### config.mk
export PLATFORM = sky130hd
export DESIGN_NAME = uart_tx_buffer
export DESIGN_NICKNAME = d
export VERILOG_FILES = /design/src/rtl/uart_tx_buffer.sv
export SDC_FILE = /design/constraint.sdc
export NUM_CORES = 1
export LEC_CHECK = 0
export BUFFER_PORTS_ARGS = -buffer_cell sky130_fd_sc_hd__buf_2
export CORE_MARGIN = 2
export CORE_UTILIZATION = 58
export CTS_CLUSTER_SIZE = 12
export DETAILED_ROUTE_END_ITERATION = 8
export PLACE_DENSITY_LB_ADDON = 0.3
export SYNTH_ARGS = -nofsm -noshare
export SYNTH_HDL_FRONTEND = slang
export SYNTH_SLANG_ARGS = --single-unit
### constraint.sdc
create_clock -name clk -period 2.6 [get_ports clk]
set_input_delay 0.39 -clock clk [delete_from_list [all_inputs] [get_ports clk]]
set_output_delay 0.39 -clock clk [all_outputs]
set_load 0.1 [all_outputs]
### src/rtl/uart_tx_buffer.sv
// Byte FIFO that feeds a uart_tx core one byte at a time.
// Handshakes with the core through tx_dv / tx_active / tx_done.
module uart_tx_buffer #(
   parameter int DEPTH = 8
) (
   input  logic                     clk,
   input  logic                     reset,
   input  logic                     wr_en,
   input  logic [7:0]               wr_data,
   input  logic                     tx_active,
   input  logic                     tx_done,
   input  logic                     clr_ovf,
   output logic                     tx_dv,
   output logic [7:0]               tx_byte,
   output logic [$clog2(DEPTH):0]   count,
   output logic                     full,
   output logic                     empty,
   output logic                     overflow
);

   localparam int AW = $clog2(DEPTH);

   typedef enum logic [1:0] {
      IDLE,
      SEND,
      WAIT_ACT,
      WAIT_DONE
   } state_t;

   state_t        state;
   state_t        state_nx;
   logic [7:0]    mem [DEPTH];
   logic [AW-1:0] wr_ptr;
   logic [AW-1:0] rd_ptr;
   logic          pop;
   logic          push;
   logic          drop;

   assign full  = (count == (AW+1)'(DEPTH));
   assign empty = (count == '0);

   // The core is not reset with us, so never start while it is busy.
   assign pop  = (state == IDLE) && !empty && !tx_active;
   assign push = wr_en && (!full || pop);
   assign drop = wr_en && full && !pop;

   always_ff @(posedge clk) begin
      if (reset) state <= IDLE;
      else       state <= state_nx;
   end

   always_comb begin
      state_nx = state;
      unique case (state)
         IDLE: begin
            if (pop) state_nx = SEND;
         end
         SEND: begin
            state_nx = WAIT_ACT;
         end
         WAIT_ACT: begin
            if (tx_done)        state_nx = IDLE;
            else if (tx_active) state_nx = WAIT_DONE;
         end
         WAIT_DONE: begin
            if (tx_done || !tx_active) state_nx = IDLE;
         end
         default: state_nx = IDLE;
      endcase
   end

   always_ff @(posedge clk) begin
      if (!reset && push) mem[wr_ptr] <= wr_data;
   end

   always_ff @(posedge clk) begin
      if (reset) begin
         wr_ptr   <= '0;
         rd_ptr   <= '0;
         count    <= '0;
         overflow <= 1'b0;
         tx_dv    <= 1'b0;
         tx_byte  <= 8'h00;
      end else begin
         tx_dv <= pop;
         if (pop) begin
            tx_byte <= mem[rd_ptr];
            rd_ptr  <= rd_ptr + AW'(1);
         end
         if (push) wr_ptr <= wr_ptr + AW'(1);
         unique case ({push, pop})
            2'b10:   count <= count + (AW+1)'(1);
            2'b01:   count <= count - (AW+1)'(1);
            default: count <= count;
         endcase
         // A drop in the same cycle as a clear wins.
         if (drop)         overflow <= 1'b1;
         else if (clr_ovf) overflow <= 1'b0;
      end
   end

endmodule

==> results by stage, run 1 <==
Floorplan:
- The starting density of the core is between 50% and 60%.
- The floorplan step set the die height to 81.3 um.
- The die width is just over 80 um.
- The area of the core is 5850 sq um.
- The die footprint is 6610 sq um.
- In this run the count of I/O pins placed on the die edge is 30.
- The floorplan has 28 rows.

Worst setup path:
- The kind of cell with the highest combined delay on the critical path is simple AND/OR/NAND/NOR gates.
- STA puts the critical path data required time at 2.66 ns.
- The sum of buffers and inverters on the critical path is 1.
- The worst register-to-register path has a setup slack of 0.39 ns.
- The largest fanout on the critical path is 6.
- Tracing the worst setup path back leads to its startpoint at state[1].
- The startpoint of the most critical register-to-register path is state[1].
- Walking the worst path, the cells encountered are or3_1 -> a21boi_4 -> nand2_2 -> nor3_1 -> buf_4.
- The worst path arrival time is 2.27 ns.
- The endpoint of the most critical register-to-register path is mem[5][4].
- On the worst path, the slowest cell contributes a delay of 0.55 ns.
- The type of origin of the critical path is a flop.
- The path depth of the worst reg2reg path is 5.
- The worst setup path is of the flop to flop kind.
- For this design, the slowest cell found on the critical path is or3_1.
- The depth of the critical timing path with buffers and inverters included is 5.
- The kind of capture point of the worst setup path is a flop.
- The worst setup path endpoint is mem[5][4].

Run status:
- The flow ran to the end, and the final reports show no timing, DRC or antenna violations.

Synth:
- When the netlist entered floorplanning its net count stood at 226.
- The share of async-settable or async-resettable flops after synthesis is 0%.
- The most frequent cell after synthesis is edfxtp_1.
- The number of cells produced by synthesis is 209.
- Of the synthesized area, sequential elements account for 68.1%.
- By count the netlist is led by edfxtp_1 (64), dfxtp_1 (22), nor2_1 (21).
- After synthesis, the netlist uses 37 different library cells.
- The leading area contributor after synthesis is edfxtp_1.
- The most used flip-flop cell after synthesis is edfxtp_1.
- The fraction of synthesized cell area taken by the top area cell type is between 50% and 60%.
- The Yosys warning count is 0.
- The synthesized area is around 3500 sq um.
- By area the synthesized netlist is led by edfxtp_1 (55%), dfxtp_1 (13%), mux4_2 (10%), mux2i_1 (3.2%), nor2_1 (2.3%).
- Synthesis inferred 86 register bits.
- The average cell area after synthesis is 16.6 sq um.
- The number of enable-type register cells in the synthesized netlist is 64.

Routing:
- The total via count in the routed design is 1,916.
- After detailed routing, the average wire length per cell comes to 18.9 um.
- The mean number of vias per cell is 5.82.
- The first-iteration detailed-routing DRC count is 89.
- After detailed routing, the total wire length is 6.21 mm.
- Once detail routing completed, the nets flagged for antenna violations numbered 0.
- In the routed design, unresolved DRC markers number 0.
- The count of TritonRoute iterations in the first routing pass is 5.

Place:
- Detailed placement finished with a half-perimeter wire length of 4.18 mm.
- The quantity of I/O buffers inserted on ports is 29.
- Routability-driven placement finished with a final weighted congestion of 0.769.
- Prior to clock tree synthesis, the placed netlist has a worst setup slack of around 0.32 ns.
- The number of instances in the placed design is 313.

Clock network:
- The cts-stage hold buffer count is 0.
- The post-cts resize count is 0.
- Counting every sink on the clock net gives 86.
- Clock-pin slew was measured on the worst setup and hold paths at 0.09 ns.
- The number of levels the H-tree was split into is 3.
- The clock tree from TritonCTS is built.
- The later pin in the worst-skew pair is clocked with a latency of about 0.34 ns.
- The clock root buffer is clkbuf_8.
- Post-CTS timing repair inserted 0 buffers for setup.
- The number of buffers created by CTS is 9.
- The buffer levels on the longest clock path is 2.

Cells and area:
- The count of nets after finishing is about 270.
- The number of antenna cells inserted is 0.
- The count of cells in the finished layout, fillers not included, comes to 329.
- Once layout is complete, the utilization of the core stands at 68.2%.
- The relative area change from synthesis to final layout is 15.0%.
- Cells with a size suffix above 1 make up between 30 and 40% of the layout.

Flow run:
- Max-cap violations in this run came to 0.

Timing:
- Static timing analysis puts the maximum clock frequency at 0.452 GHz.
- The final number of setup-violating endpoints is 0.
- Setup repair after global routing left no endpoint under its margin.
- The final worst-path setup slack is 0.385 ns.
- The transition time of the tightest slew-check pin is roughly 0.62 ns.
- The number of slew-limit violations in the final report is 0.
- The worst slew margin relative to its limit is 58.5%.
- The worst path uses a little under nine tenths of the clock period.
- The worst path in the final design needs a cycle of 2.21 ns, including I/O delays and setup.
- The final hold violation count is 0.
- The clock arrives with 0.00822 ns of skew.

Global routing:
- The number of antenna violations at the first check in global routing is 0.
- The aggregate global-route resource usage is a little over a fifth.
- The wire length of the first global-routing pass is just under 10 mm.
- The number of global-route vias before repair was 1,875.
- The largest net degree at the start of global routing is 29.
- The remaining global-route overflow is 0.

Pwr:
- Power spread over the standard cell area amounts to 1060 nW/um^2.
- For this design the static power due to leakage is 1.36 nW.
- IR analysis of the VDD net gives a maximum drop of 0.731 mV.

Min path:
- The path class of the tightest hold or removal check is input port to flop.
[flip-flops by register name, indices dropped and copies added (netlist names)]
register	count
tx_dv	1
mem	64
state	2
tx_byte	8
rd_ptr	3
wr_ptr	3
count	4
overflow	1
[how the worst min path moves through the flow]
stage | startpoint | endpoint | slack [ns] | cells past startpoint
after floorplan | state[0] | state[1] | 0.48 | 2
after global placement | overflow | overflow | 0.48 | 2
after detailed placement | tx_byte[3] | tx_byte[3] | 0.49 | 2
after CTS | wr_data[7] | mem[5][7] | 0.32 | 1
after global routing | tx_done | state[1] | 0.32 | 3
final | wr_data[7] | mem[7][7] | 0.32 | 1
[power breakdown]
| group | internal, mW | total (mW) | switching [mW] | leakage [nW] |
|---|---|---|---|---|
| clock | 0.456 | 0.943 | 0.487 | 0.100 |
| combinational | 0.459 | 1.57 | 1.11 | 0.496 |
| sequential | 1.60 | 1.72 | 0.120 | 0.761 |
| total | 2.51 | 4.23 | 1.72 | 1.36 |
[stage by stage]
| step | hold slack, ns | power, mW | TNS (ns) | area [sq um] |
|---|---|---|---|---|
| after floorplan | 0.482 | 3.12 | -0.991 | 3520 |
| after global placement | 0.479 | 3.31 | 0 | 3780 |
| after detailed placement | 0.488 | 3.33 | 0 | 3780 |
| after CTS | 0.317 | 4.27 | 0 | 3990 |
| after global routing | 0.316 | 4.43 | 0 | 3990 |
| final | 0.322 | 4.23 | 0 | 3990 |
[final cells by class]
class                           count  area (sq um)
Clock buffer                        9           124
Clock inverter                      7          81.3
Sequential cell                    86          2380
Tap cell                           75          93.8
Timing Repair Buffer               40           228
Multi-Input combinational cell    111          1080
Inverter                            1          3.75
Fill cell                         401          1860
[worst reg2reg max path, stage by stage (launching register included)]
cell	delay, ns
dfxtp_1	0.36
or3_1	0.55
a21boi_4	0.36
nand2_2	0.15
nor3_1	0.31
buf_4	0.21
[routing by layer]
metal | track usage, % | up-vias | part of all wire [%]
met5 | 0 | - | 0
met4 | 7.63 | 0 | 1.0
met3 | 4.78 | 5 | 3.8
met2 | 33.0 | 46 | 49
met1 | 28.7 | 964 | 46
li1 | - | 901 | -
[logic make-up after synthesis]
| group | count (synthesis) | share of synthesized area, % |
|---|---|---|
| flops | 86 | 68.1 |
| simple gates | 54 | 8.88 |
| mux | 29 | 14.4 |
| compound gates | 22 | 4.98 |
| buf+inv | 12 | 1.73 |
| xor+xnor | 3 | 0.758 |
| fa+ha+maj | 3 | 1.08 |
[placed cells by master (no fill, tap or decap), types with 3 or more instances in the layout]
| cell type | instances |
|---|---|
| clkbuf_8 | 9 |
| buf_4 | 11 |
| edfxtp_1 | 64 |
| a21oi_1 | 4 |
| nand2b_1 | 3 |
| or3_1 | 3 |
| xnor2_1 | 3 |
| nor2_1 | 19 |
| mux4_2 | 16 |
| dfxtp_4 | 4 |
| a211oi_1 | 9 |
| buf_2 | 29 |
| mux2i_1 | 11 |
| dfxtp_1 | 18 |
| clkinv_4 | 3 |
| nand2_1 | 5 |
| nor3_1 | 5 |
Power figures use the tool's default switching activity.
==> run 2: changes to the inputs <==
==> constraint.sdc (replaced) <==
create_clock -name clk -period 2.6 [get_ports clk]
set_input_delay 0.26 -clock clk [delete_from_list [all_inputs] [get_ports clk]]
set_output_delay 0.26 -clock clk [all_outputs]
set_load 0.1 [all_outputs]
==> run 2 against run 1 <==
Net effect:
- first-iteration DRC count up 57%
- critical path depth is 1 lower
- combinational power is essentially flat
- sequential share of layout area fell by 0.15 points
==> results by stage, run 2 (synthesis results as in run 1) <==
Run status:
- The flow ran to the end, and the final reports show no timing, DRC or antenna violations.

Floorplan:
- The die footprint is 6610 sq um (unchanged).
- The die width is 81.3 um (unchanged).
- The top-level port count is 30 (unchanged).
- The area of the core came to 5850 sq um (unchanged).
- The die height was 81.3 um (unchanged).
- The number of rows in the core area is 28 (unchanged).
- The starting density of the core is 59.3% (unchanged).

Worst setup path:
- The library cell contributing the largest single delay on the critical path is or3_1.
- The sum of buffers and inverters on the critical path is 0 (-1).
- The worst setup path is launched from a flop.
- The critical path is of the flop to flop type.
- The kind of capture point of the worst setup path is a flop.
- The kind of cell with the highest combined delay on the critical path is simple AND/OR/NAND/NOR gates.
- The stage delay of the slowest cell on the critical path is 0.54 ns (about the same).
- The critical path goes through or3_1 -> a21boi_4 -> nand2_2 -> nor2_2.
- The worst path arrival time is 2.15 ns (-0.12 ns).
- The data required time of the worst path is 2.59 ns (-0.07 ns).
- The largest fanout on the critical path is 8 (+2).

Flow run:
- The number of violations of the max-capacitance limit came to 0 (unchanged).

Cells and area:
- The flip-flop count of the largest register, all copies and words added was 64 (unchanged).
- The largest registers in the layout are mem x64, tx_byte x8, count x4.
- The fill cell instance count of the final layout is 405 (+1.0%).
- The total area of multi-input combinational cells is 1080 sq um (unchanged).
- The share of final-layout standard cells stronger than drive strength 1 is 36.0% (-0.65 points).
- The register with the highest flop count is mem.
- In the layout the commonest cells are edfxtp_1 (64), buf_2 (29), nor2_1 (19).
- Compared with the post-synthesis result, the final layout area differs by 15.3%.
- The number of antenna cells inserted is 0 (unchanged).
- The area taken by flip-flops and latches was 2380 sq um (unchanged).
- The final instance area is 4000 sq um (+0.25%).
- The most common cell after layout, fill and taps aside is edfxtp_1.
- The count of nets after finishing came to 265 (-0.38%).

Clock network:
- The post-CTS setup repair buffer count is 0 (unchanged).
- The number of buffers created by CTS came to 9 (unchanged).
- The buffer levels on the longest clock path is 2 (unchanged).
- The clock tree from TritonCTS is built.
- In this run the clock root is driven by a clkbuf_8.
- The clock sink total came to 86 (unchanged).
- The post-cts resize count is 0 (unchanged).
- The number of levels the H-tree was split into was 3 (unchanged).
- The insertion delay to the later sink of the worst-skew pair is 0.35 ns (about the same).
- The cts-stage hold buffer count is 0 (unchanged).
- The CTS clock-pin slew for the worst setup and hold paths is 0.09 ns (about the same).

Timing:
- The transition time of the tightest slew-check pin is 0.622 ns (-0.000238 ns).
- The final hold violation count is 0 (unchanged).
- The timing-limited maximum frequency was 0.464 GHz (+2.7%).
- The worst slew margin relative to its limit is 58.5% (about the same).
- The final setup skew is 0.0101 ns (+0.00192 ns).
- Setup repair after global routing left no endpoint under its margin.
- The final number of setup-violating endpoints was 0 (unchanged).
- The fraction of the cycle the final worst path needs is 83.0% (-2.2 points).
- The number of slew-limit violations in the final report is 0 (unchanged).
- The final critical-path required period came to 2.16 ns (-0.0577 ns).

Place:
- The quantity of I/O buffers inserted on ports came to 29 (unchanged).
- The HPWL after detailed placement is 3.93 mm (-6.0%).
- The routability congestion estimate is 0.822 (+6.9%).
- The instance area at placement is 3770 sq um (-0.20%).

Pwr:
- The reported leakage power is 1.36 nW (+0.28%).
- The total design power is 4.31 mW (+1.8%).
- The power density of the placed cells was 1080 nW/um^2 (+1.5%).
- The worst voltage drop across the vdd grid was 0.936 mV (+28%).

Global routing:
- The remaining global-route overflow is 0 (unchanged).
- The largest net degree at the start of global routing is 29 (unchanged).
- The aggregate global-route resource usage is 20.4% (-0.51 points).
- The wire length of the first global-routing pass is 9.35 mm (-2.9%).
- The number of global-route vias before repair came to 1,870 (-0.27%).
- The number of antenna violations at the first check in global routing is 0 (unchanged).

Routing:
- The mean number of vias per cell is 5.79 (-0.64%).
- The wire length per cell after detailed routing is 18.8 um (-0.39%).
- The count of TritonRoute iterations in the first routing pass came to 4 (-1).
- The remaining antenna violation count is 0 (unchanged).
- The post-detailed-routing wire length is 6.16 mm (-0.69%).
- The first-iteration detailed-routing DRC count is 140 (+57%).
- The number of design rule violations left after detail routing is 0 (unchanged).
- The total via count in the routed design is 1,898 (-0.94%).

Min path:
- The path class of the lowest-slack min-delay path is input port to flop.
run 2: changes by cell type in the layout (fill, tap and decap cells not counted):
cell	change
buf_4	-1
bufinv_16	+1
clkbuf_8	+1
clkinv_1	+1
clkinv_2	+1
clkinv_4	-2
inv_6	-2
run 2: final timing paths:
path / start / end / slack, ns / depth (start not counted)
max: state[1] / mem[3][7] / 0.44 / 4
min: tx_done / state[1] / 0.18 / 3
max reg2reg: state[1] / mem[3][7] / 0.44 / 4
min reg2reg: tx_byte[1] / tx_byte[1] / 0.50 / 2
run 2: layer usage:
| layer | up-vias | routed length [um] | global-route usage (%) |
|---|---|---|---|
| li1 | 892 | - | - |
| met1 | 958 | 2610 | 24.8 |
| met2 | 37 | 3220 | 34.6 |
| met3 | 11 | 187 | 4.11 |
| met4 | 0 | 143 | 10.3 |
| met5 | - | 0 | 0 |
run 2: cell type report:
| type | count | share of cell area (%) |
|---|---|---|
| Clock buffer | 10 | 3.44 |
| Clock inverter | 6 | 2.13 |
| Inverter | 1 | 0.0939 |
| Multi-Input combinational cell | 111 | 27.0 |
| Sequential cell | 86 | 59.5 |
| Tap cell | 75 | 2.35 |
| Timing Repair Buffer | 39 | 5.51 |
run 2: per-stage QoR:
stage / setup TNS [ns] / setup slack, ns / util [%] / hold WS, ns / std cells
final: 0 / 0.443 / 68.3 / 0.179 / 328
after global routing: 0 / 0.346 / 68.3 / 0.189 / 328
after CTS: 0 / 0.413 / 68.3 / 0.171 / 328
after detailed placement: 0 / 0.442 / 64.5 / 0.490 / 312
after global placement: 0 / 0.551 / 64.5 / 0.484 / 312
after floorplan: -0.991 / -0.347 / - / 0.359 / 209
run 2: power by group:
| group | switching [mW] | internal (mW) | total (mW) |
|---|---|---|---|
| combinational | 1.11 | 0.460 | 1.57 |
| sequential | 0.115 | 1.60 | 1.71 |
| clock | 0.455 | 0.564 | 1.02 |
| total | 1.68 | 2.62 | 4.31 |
run 2: worst reg2reg max path: cells and delay by family, from the launching register on:
family             cells  cell delay [ns]
and+or+nand+nor        3             1.10
AOI/OAI and AO/OA      1             0.34
DFF                    1             0.36
